`config.mk`:
```
export PLATFORM = sky130hd
export DESIGN_NAME = des_key_schedule
export DESIGN_NICKNAME = d
export VERILOG_FILES = /design/src/rtl/des_pkg.sv /design/src/rtl/pc1.sv /design/src/rtl/des_key_schedule.sv
export SDC_FILE = /design/constraint.sdc
export NUM_CORES = 1
export LEC_CHECK = 0
export ABC_AREA = 1
export CORE_MARGIN = 2
export CORE_UTILIZATION = 55
export CTS_CLUSTER_SIZE = 40
export DETAILED_ROUTE_END_ITERATION = 16
export PLACE_DENSITY = 0.83
export SETUP_SLACK_MARGIN = 0.1
export SKIP_CTS_REPAIR_TIMING = 1
export SLEW_MARGIN = 20
export SYNTH_ARGS = -nofsm -noshare
export SYNTH_HDL_FRONTEND = slang
export SYNTH_SLANG_ARGS = --single-unit
```
`constraint.sdc`:
```
create_clock -name clk -period 2.35 [get_ports clk]
set_input_delay 0.3525 -clock clk [delete_from_list [all_inputs] [get_ports clk]]
set_output_delay 0.3525 -clock clk [all_outputs]
set_load 0.01 [all_outputs]
```
`src/rtl/des_pkg.sv`:
```
// Shared constants, FSM encoding and 28-bit half rotation helpers for the DES key schedule.
package des_pkg;

   localparam int ROUNDS = 16;
   localparam int HALF   = 28;

   localparam logic [15:0] SHIFT_ONE_MASK_DEFAULT = 16'h8103;

   typedef enum logic {
      ST_IDLE = 1'b0,
      ST_RUN  = 1'b1
   } state_t;

   // Circular rotation of one 28-bit half by 1 or 2 positions.
   function automatic logic [HALF-1:0] rot_half(input logic [HALF-1:0] v,
                                                input logic right,
                                                input logic one);
      logic [HALF-1:0] r;
      case ({right, one})
         2'b01:   r = {v[HALF-2:0], v[HALF-1]};
         2'b00:   r = {v[HALF-3:0], v[HALF-1:HALF-2]};
         2'b11:   r = {v[0], v[HALF-1:1]};
         default: r = {v[1:0], v[HALF-1:2]};
      endcase
      return r;
   endfunction

   // C and D rotate independently; neither ever spills into the other.
   function automatic logic [2*HALF-1:0] rot_cd(input logic [2*HALF-1:0] cd,
                                                input logic right,
                                                input logic one);
      return {rot_half(cd[2*HALF-1:HALF], right, one),
              rot_half(cd[HALF-1:0], right, one)};
   endfunction

endpackage

```
`src/rtl/pc1.sv`:
```
// DES permuted choice 1: 64-bit key (MSB = DES bit 1) to 56-bit {C0,D0}, parity bits dropped.
module pc1 (
   input  logic [64:1] in,
   output logic [56:1] out
);

   localparam int PC1_TAB [56] = '{
      57, 49, 41, 33, 25, 17,  9,
       1, 58, 50, 42, 34, 26, 18,
      10,  2, 59, 51, 43, 35, 27,
      19, 11,  3, 60, 52, 44, 36,
      63, 55, 47, 39, 31, 23, 15,
       7, 62, 54, 46, 38, 30, 22,
      14,  6, 61, 53, 45, 37, 29,
      21, 13,  5, 28, 20, 12,  4
   };

   // Table entries use DES numbering, so DES bit b lives at index 65-b of the vector.
   for (genvar gi = 0; gi < 56; gi++) begin : g_pc1
      assign out[56-gi] = in[65-PC1_TAB[gi]];
   end

endmodule

```
`src/rtl/des_key_schedule.sv`:
```
// Sequential DES key schedule: presents one {C,D} round state per handshake, in encrypt or decrypt order.
module des_key_schedule
   import des_pkg::*;
#(
   parameter logic [15:0] SHIFT_ONE_MASK = SHIFT_ONE_MASK_DEFAULT
) (
   input  logic        clk,
   input  logic        rst,
   input  logic [64:1] key_in,
   input  logic        decrypt,
   input  logic        start,
   input  logic        round_ready,
   output logic [56:1] state_out,
   output logic        round_valid,
   output logic [4:1]  round_idx,
   output logic        last_round,
   output logic        busy,
   output logic        done
);

   localparam logic [4:0] LAST_IDX = 5'(ROUNDS);

   state_t      state_reg, state_next;
   logic [56:1] cd_reg, cd_next;
   logic [4:0]  idx_reg, idx_next;
   logic        dec_reg, dec_next;
   logic        done_reg, done_next;
   logic [56:1] pc1_cd;
   logic [3:0]  dec_sel;
   logic        step_one;

   pc1 u_pc1 (
      .in  (key_in),
      .out (pc1_cd)
   );

   // Next encrypt step is round idx+1 (mask bit idx); decrypt step is round 17-idx (mask bit 16-idx).
   assign dec_sel  = 4'd0 - idx_reg[3:0];
   assign step_one = dec_reg ? SHIFT_ONE_MASK[dec_sel] : SHIFT_ONE_MASK[idx_reg[3:0]];

   always_ff @(posedge clk or posedge rst) begin
      if (rst) begin
         state_reg <= ST_IDLE;
         cd_reg    <= '0;
         idx_reg   <= '0;
         dec_reg   <= 1'b0;
         done_reg  <= 1'b0;
      end else begin
         state_reg <= state_next;
         cd_reg    <= cd_next;
         idx_reg   <= idx_next;
         dec_reg   <= dec_next;
         done_reg  <= done_next;
      end
   end

   always_comb begin
      state_next = state_reg;
      cd_next    = cd_reg;
      idx_next   = idx_reg;
      dec_next   = dec_reg;
      done_next  = 1'b0;
      case (state_reg)
         ST_IDLE: begin
            if (start) begin
               state_next = ST_RUN;
               idx_next   = 5'd1;
               dec_next   = decrypt;
               // Decrypt starts from C16,D16, which is PC1 output unrotated.
               cd_next    = decrypt ? pc1_cd : rot_cd(pc1_cd, 1'b0, SHIFT_ONE_MASK[0]);
            end
         end
         ST_RUN: begin
            if (round_ready) begin
               if (idx_reg == LAST_IDX) begin
                  state_next = ST_IDLE;
                  done_next  = 1'b1;
                  // Decrypt owes one final right shift to land back on {C0,D0}.
                  if (dec_reg) begin
                     cd_next = rot_cd(cd_reg, 1'b1, step_one);
                  end
               end else begin
                  idx_next = idx_reg + 5'd1;
                  cd_next  = rot_cd(cd_reg, dec_reg, step_one);
               end
            end
         end
         default: state_next = ST_IDLE;
      endcase
   end

   // Round 16 appears as 4'h0 on the 4-bit round_idx port; last_round disambiguates it.
   assign state_out   = cd_reg;
   assign round_idx   = idx_reg[3:0];
   assign round_valid = (state_reg == ST_RUN);
   assign busy        = (state_reg != ST_IDLE);
   assign last_round  = round_valid && (idx_reg == LAST_IDX);
   assign done        = done_reg;

endmodule

```
# Word-level counts from Yosys, hierarchy flattened
# Memories as Yosys holds them, arrays and structs flattened.
# Index checks and enable logic that the tools add are counted.
[op_classes] add_sub_neg=2 magnitude_cmp=2 n_eq_ne=7 mux=24 bitwise_logic=1 reduce_logical=5
[op_table] op="56-bit two-way mux" n=5
[op_table] op="28-bit case mux with 3 select lines" n=2
[op_table] op="56-bit case mux with 2 select lines" n=1
[op_table] op="28-bit two-way mux" n=2
[op_table] op="5-bit two-way mux" n=3
[op_table] op="4-bit by 5-bit less-than comparator with 1-bit output, second input constant" n=2
[op_table] op="5-bit case mux with 2 select lines" n=1
[op_table] op="1-bit two-way mux" n=9
[op_table] op="2-bit != test, second input constant" n=3
[op_table] op="3-bit AND reduction" n=2
[op_table] op="5-bit by 1-bit adder with 5-bit output, second input constant" n=1
[op_table] op="5-bit equality test, second input constant" n=1
[op_table] op="1-bit by 4-bit subtractor with 4-bit output, first input constant" n=1
[op_table] op="3-bit != test, second input constant" n=1
[op_table] op="2-bit by 1-bit equality test with 1-bit output, second input constant" n=1
[op_table] op="2-bit equality test, second input constant" n=1
[op_table] op="2-bit logical NOT" n=1
[op_table] op="1-bit case mux with 2 select lines" n=1
[op_table] op="2-bit AND reduction" n=1
[op_table] op="1-bit logical AND" n=1
[op_table] op="1-bit inverter" n=1
[word_totals] reg_bits=64 romBits=32 inputBits=69 output_inout_bits=64 wordCells=48 memories=2
[mem_list] name="(name not given)" words=16 word_bits=1 read_ports=1 rd_clocked_by_memory_dff=0 wr=0 line="des_key_schedule.sv:39" text="assign step_one = dec_reg ? SHIFT_ONE_MASK[dec_sel] : SHIFT_ONE_MASK[idx_reg[3:0]];"
[mem_list] name="(name not given)" words=16 word_bits=1 read_ports=1 rd_clocked_by_memory_dff=0 wr=0 line="des_key_schedule.sv:39"

# Longest topological paths before layout
[logic_depth] depth_word=9 ltp_mapped=16 depth_no_buf=15

# Cells and area by module
# Synthesis repeated with hierarchy kept, for this count alone.
[unflattened] hier_cells=1493 area_unflattened_um2=8061.5
[by_module_without_submodules] mod="des_key_schedule" instances=1 cells_per_inst=1437 area_each_um2=7641.1 seq_area_each_um2=1601.5
[by_module_without_submodules] mod="pc1" instances=1 cells_per_inst=56 area_each_um2=420.4 seq_area_each_um2=0.0

# Worst setup path after synthesis
# No wires, ideal clock.
[synth_path] path_type="reg-to-reg" from="reg idx_reg[0]" to="reg cd_reg, in the netlist state_out[19]" setup_time_ps=117 arrival_ps=1811 required_time_ps=2233 path_slack_ps=422 path_stages_with_launch=12 path_buffers=2 synth_period_minus_slack_ps=1928 cell_sequence="dfrtp_1 inv_1 ha_1 inv_2 nor4_4 nand2_2 o21ai_2 buf_4 buf_4 a21oi_1 nand2_1 nand2_1"
[synth_between] elab_chain_len=9 word_cells_on_any_way=18 classes_between="1 x add/sub; 4 x eq/ne; 9 x mux; 2 x reduce/logical; 2 x memory"
[synth_lines] item="start: declaration" line="des_key_schedule.sv:25" text="logic [4:0] idx_reg, idx_next;"
[synth_lines] item="start signal: assignment" line="des_key_schedule.sv:51" text="idx_reg <= idx_next;"
[synth_lines] item="1-bit by 4-bit subtractor with 4-bit output" line="des_key_schedule.sv:38" text="assign dec_sel = 4'd0 - idx_reg[3:0];"
[synth_lines] item="memory 16 x 1 bit"
[synth_lines] item="1-bit two-way mux (not written as such)" line="des_key_schedule.sv:39"
[synth_lines] item="1-bit two-way mux" line="des_key_schedule.sv:39"
[synth_lines] item="2-bit equality test (tied with other cells)" line="des_pkg.sv:19" text="case ({right, one})"
[synth_lines] item="28-bit case mux with 3 select lines or 56-bit two-way mux (tied branches)" line="des_pkg.sv:19, des_key_schedule.sv:79"
[synth_lines] item="56-bit two-way mux" line="des_key_schedule.sv:75" text="if (idx_reg == LAST_IDX) begin"
[synth_lines] item="56-bit two-way mux" line="des_key_schedule.sv:74" text="if (round_ready) begin"
[synth_lines] item="56-bit case mux with 2 select lines" line="des_key_schedule.sv:63" text="case (state_reg)"
[synth_lines] item="end signal: assignment" line="des_key_schedule.sv:50" text="cd_reg <= cd_next;"
[synth_lines] item="end: declaration" line="des_key_schedule.sv:24" text="logic [56:1] cd_reg, cd_next;"
# Several ways; a longest one is shown, not always the timed one. The select of a mux whose other input is x is not followed.
# A chain may end at the register's enable or synchronous reset.

# Worst setup path after layout
[layout_path] from="reg idx_reg[0]" to="reg cd_reg, in the netlist state_out[27]"
# Same word-level chain as after synthesis.

==> flow_metrics.env <==
export IMPL_p_leak_nw=5.09
export IMPL_die_width_um=122
export IMPL_netlist_top_cells_area="nand2_1, dfrtp_1, nand3_1"
export IMPL_critical_path_peak_fanout=4
export IMPL_synth_cells=1437
export IMPL_hold_path_class="in2async"
export IMPL_yosysWarnings=0
export IMPL_globalRouteOverflowTotal=0
export IMPL_drt_pre_antenna_iters=8
export IMPL_gpl_final_weighted_congestion=0.895
export IMPL_number_of_global_route_vias_before_repair=8468
export IMPL_fmax_mhz=457
export IMPL_antenna_cells=0
export IMPL_p_per_area_nw_per_um2=1730
export IMPL_routed_wirelength_um=26000
export IMPL_syn_mean_instance_area_um2=5.32
export IMPL_worst_slew_pin_transition_ns=0.706
export IMPL_post_drt_via_cell_ratio=5.85
export IMPL_row_count=43
export IMPL_portBuffers=124
export IMPL_cts_num_sinks=64
export IMPL_dp_hpwl_um=15700
export IMPL_synth_async_sr_flop_share_pct=100
export IMPL_crit_buf_inv=2
export IMPL_finalNetCount=1572
export IMPL_critPathKind="reg2reg"
export IMPL_synthesis_area_um2=7640
export IMPL_die_area_um2=14900
export IMPL_crit_family="simple AND/OR/NAND/NOR gates"
export IMPL_grt_usage_pct=33.6
export IMPL_run_status="finished clean"
export IMPL_wl_per_cell_um=15.5
export IMPL_clockBufferDepth=2
export IMPL_report_final_hold_viol_count=0
export IMPL_clk_transition_reported_paths_ns=0.06
export IMPL_initial_utilization_pct=55.7
export IMPL_cts_root_buf="clkbuf_16"
export IMPL_synth_fp_nets=1508
export IMPL_num_io_pins=133
export IMPL_layout_core_utilization_pct=69.0
export IMPL_synth_yosys_seq_area_share_pct=21.0
export IMPL_yosys_most_used_dff="dfrtp_1"
export IMPL_max_slew_margin_pct=53.0
export IMPL_max_cap_violations=0
export IMPL_layout_area_overhead_vs_synth_pct=24.0
export IMPL_tritoncts_clock_tree="done"
export IMPL_die_h_um=122
export IMPL_crit_path_frequent_cell="nand2_1"
export IMPL_routed_via_count=9854
export IMPL_ys_seq_elements=64
export IMPL_starting_drt_drc_count=1399
export IMPL_required_ns=2.63
export IMPL_worst_ir_drop_vdd_mv=1.40
export IMPL_slowest_delay_ns=0.49
export IMPL_synth_edf_count=0
export IMPL_largest_register_ff_count=56
export IMPL_grt_first_pass_wirelength_um=41000
export IMPL_critPathSlowestCell="nor2_1"
export IMPL_timing_final_setup_violations=0
export IMPL_cts_inserted_buffers=9
export IMPL_clock_tree_htree_level_count=3
export IMPL_post_synth_top_area_fraction_pct=26.1
export IMPL_antenna_found_initial=0
export IMPL_fp_coreArea_um2=13700
export IMPL_worst_setup_path_end_kind="register"
export IMPL_layout_drive_gt1_share_pct=5.65
export IMPL_final_max_slew_viol_count=0
export IMPL_post_route_min_period_ns=2.19
export IMPL_insertion_delay_ns=0.35
export IMPL_path_cells="inv_1 > ha_2 > nor2_1 > nand2_1 > nand3_2 > nor2_1 > nand2_1 > nand2_1 > inv_1 > nand2_1 > nand2_1 > nand3_1 > nand2_1 > nand2_1"
export IMPL_grt_max_degree=74
export IMPL_yosys_cell_types_count=24
export IMPL_timing_final_crit_share_pct=93.0
export IMPL_crit_path_start_kind="register"
export IMPL_final_setup_tns_ns=0
export IMPL_critPathArrivalTime_ns=2.47
export IMPL_drc_violations_left=0
export IMPL_clock_skew_ns=0.00771
export IMPL_synth_largest_area_cell="nand2_1"
export IMPL_detail_route_antenna_nets=0
export IMPL_rsz0062_at_grt="true"
## logic make-up (layout without fill, tap and decap cells)
logic type | after synthesis | after routing | share of synthesized area, %
flip-flops | 64 | 64 | 21.0
adder cells (fa/ha/maj) | 2 | 2 | 0.327
AND/OR/NAND/NOR | 884 | 884 | 50.5
buffers and inverters | 320 | 388 | 17.1
AO/OA/AOI/OAI | 167 | 167 | 11.0
## final timing paths
kind                            slack [ns]       endpoint  cells after the start     startpoint
worst max register to register        0.16  state_out[27]                     14     idx_reg[0]
worst max-delay path                  0.16  state_out[27]                     14     idx_reg[0]
worst min register to register        0.53  state_out[11]                      2  state_out[11]
min in group clk                      0.52        dec_reg                      4        decrypt
worst min-delay path                  0.40  state_out[10]                      3            rst
max in group asynchronous             1.64        dec_reg                      3            rst
## cell type report
| type | instances | area, µm² |
|---|---|---|
| clock buffers | 14 | 264 |
| clock inverters | 1 | 5.00 |
| fillers | 1289 | 4250 |
| inverters | 201 | 754 |
| multi-input cells | 1053 | 4790 |
| flip-flops and latches | 64 | 1610 |
| well taps | 180 | 225 |
| repair buffers | 172 | 1830 |
## metal layers
layer / up-vias / GRT usage, % / part of all wire (%)
li1: 4735 / - / -
met5: - / 0 / 0
met4: 0 / 11.9 / 2.0
met2: 637 / 53.4 / 45
met3: 60 / 4.17 / 11
met1: 4422 / 47.0 / 42
## worst reg2reg max path: cells and delay by family (launching register included)
family                     cells  cell delay (ns)
adders and majority gates      1             0.21
buffers and inverters          2             0.14
DFF                            1             0.40
and+or+nand+nor               11             1.39
## stage by stage
step / std cells / area, µm² / power [W] / hold WS [ns] / setup WS [ns]
2_1_floorplan: 1437 / 7640 / 0.0107 / 0.479 / 0.399
3_3_place_gp: 1662 / 9000 / 0.0139 / 0.520 / 0.177
3_5_place_dp: 1662 / 9000 / 0.0141 / 0.516 / 0.160
4_1_cts: 1677 / 9270 / 0.0155 / 0.420 / -0.176
5_1_grt: 1685 / 9470 / 0.0179 / 0.465 / 0.0682
6_report: 1685 / 9470 / 0.0164 / 0.401 / 0.164
## cells in the mapped netlist, types with 3 or more instances
library cell / instances
buf_1: 13
nand4_1: 77
inv_2: 8
o21ai_1: 46
nand3_1: 246
buf_4: 15
o21ai_0: 34
buf_2: 41
nand2_1: 532
nand2_2: 3
nor2_1: 19
a21oi_1: 84
dfrtp_1: 64
clkbuf_1: 50
inv_1: 193
## layout by cell type (no fill, tap or decap), types with 2 or more instances in the layout
master | Yosys | routed
nand2_1 | 532 | 530
nand3_1 | 246 | 244
inv_1 | 193 | 192
clkdlybuf4s50_1 | 0 | 122
a21oi_1 | 84 | 84
nand4_1 | 77 | 77
dfrtp_1 | 64 | 62
o21ai_1 | 46 | 45
o21ai_0 | 34 | 34
buf_4 | 15 | 29
nor2_1 | 19 | 19
clkbuf_16 | 0 | 13
buf_12 | 0 | 11
inv_2 | 8 | 9
clkbuf_1 | 50 | 3
buf_6 | 0 | 3
nand2_4 | 0 | 2
nand3_2 | 1 | 2
nand2_2 | 3 | 2
nor3_1 | 2 | 2
nor3b_1 | 2 | 2
clkbuf_8 | 0 | 2
## where the power goes
group	total [W]	switching (W)	internal (W)
registers	0.00241	0.000789	0.00162
clock network	0.00129	0.000523	0.000766
logic	0.0127	0.00788	0.00483
Power figures use the tool's default switching activity.
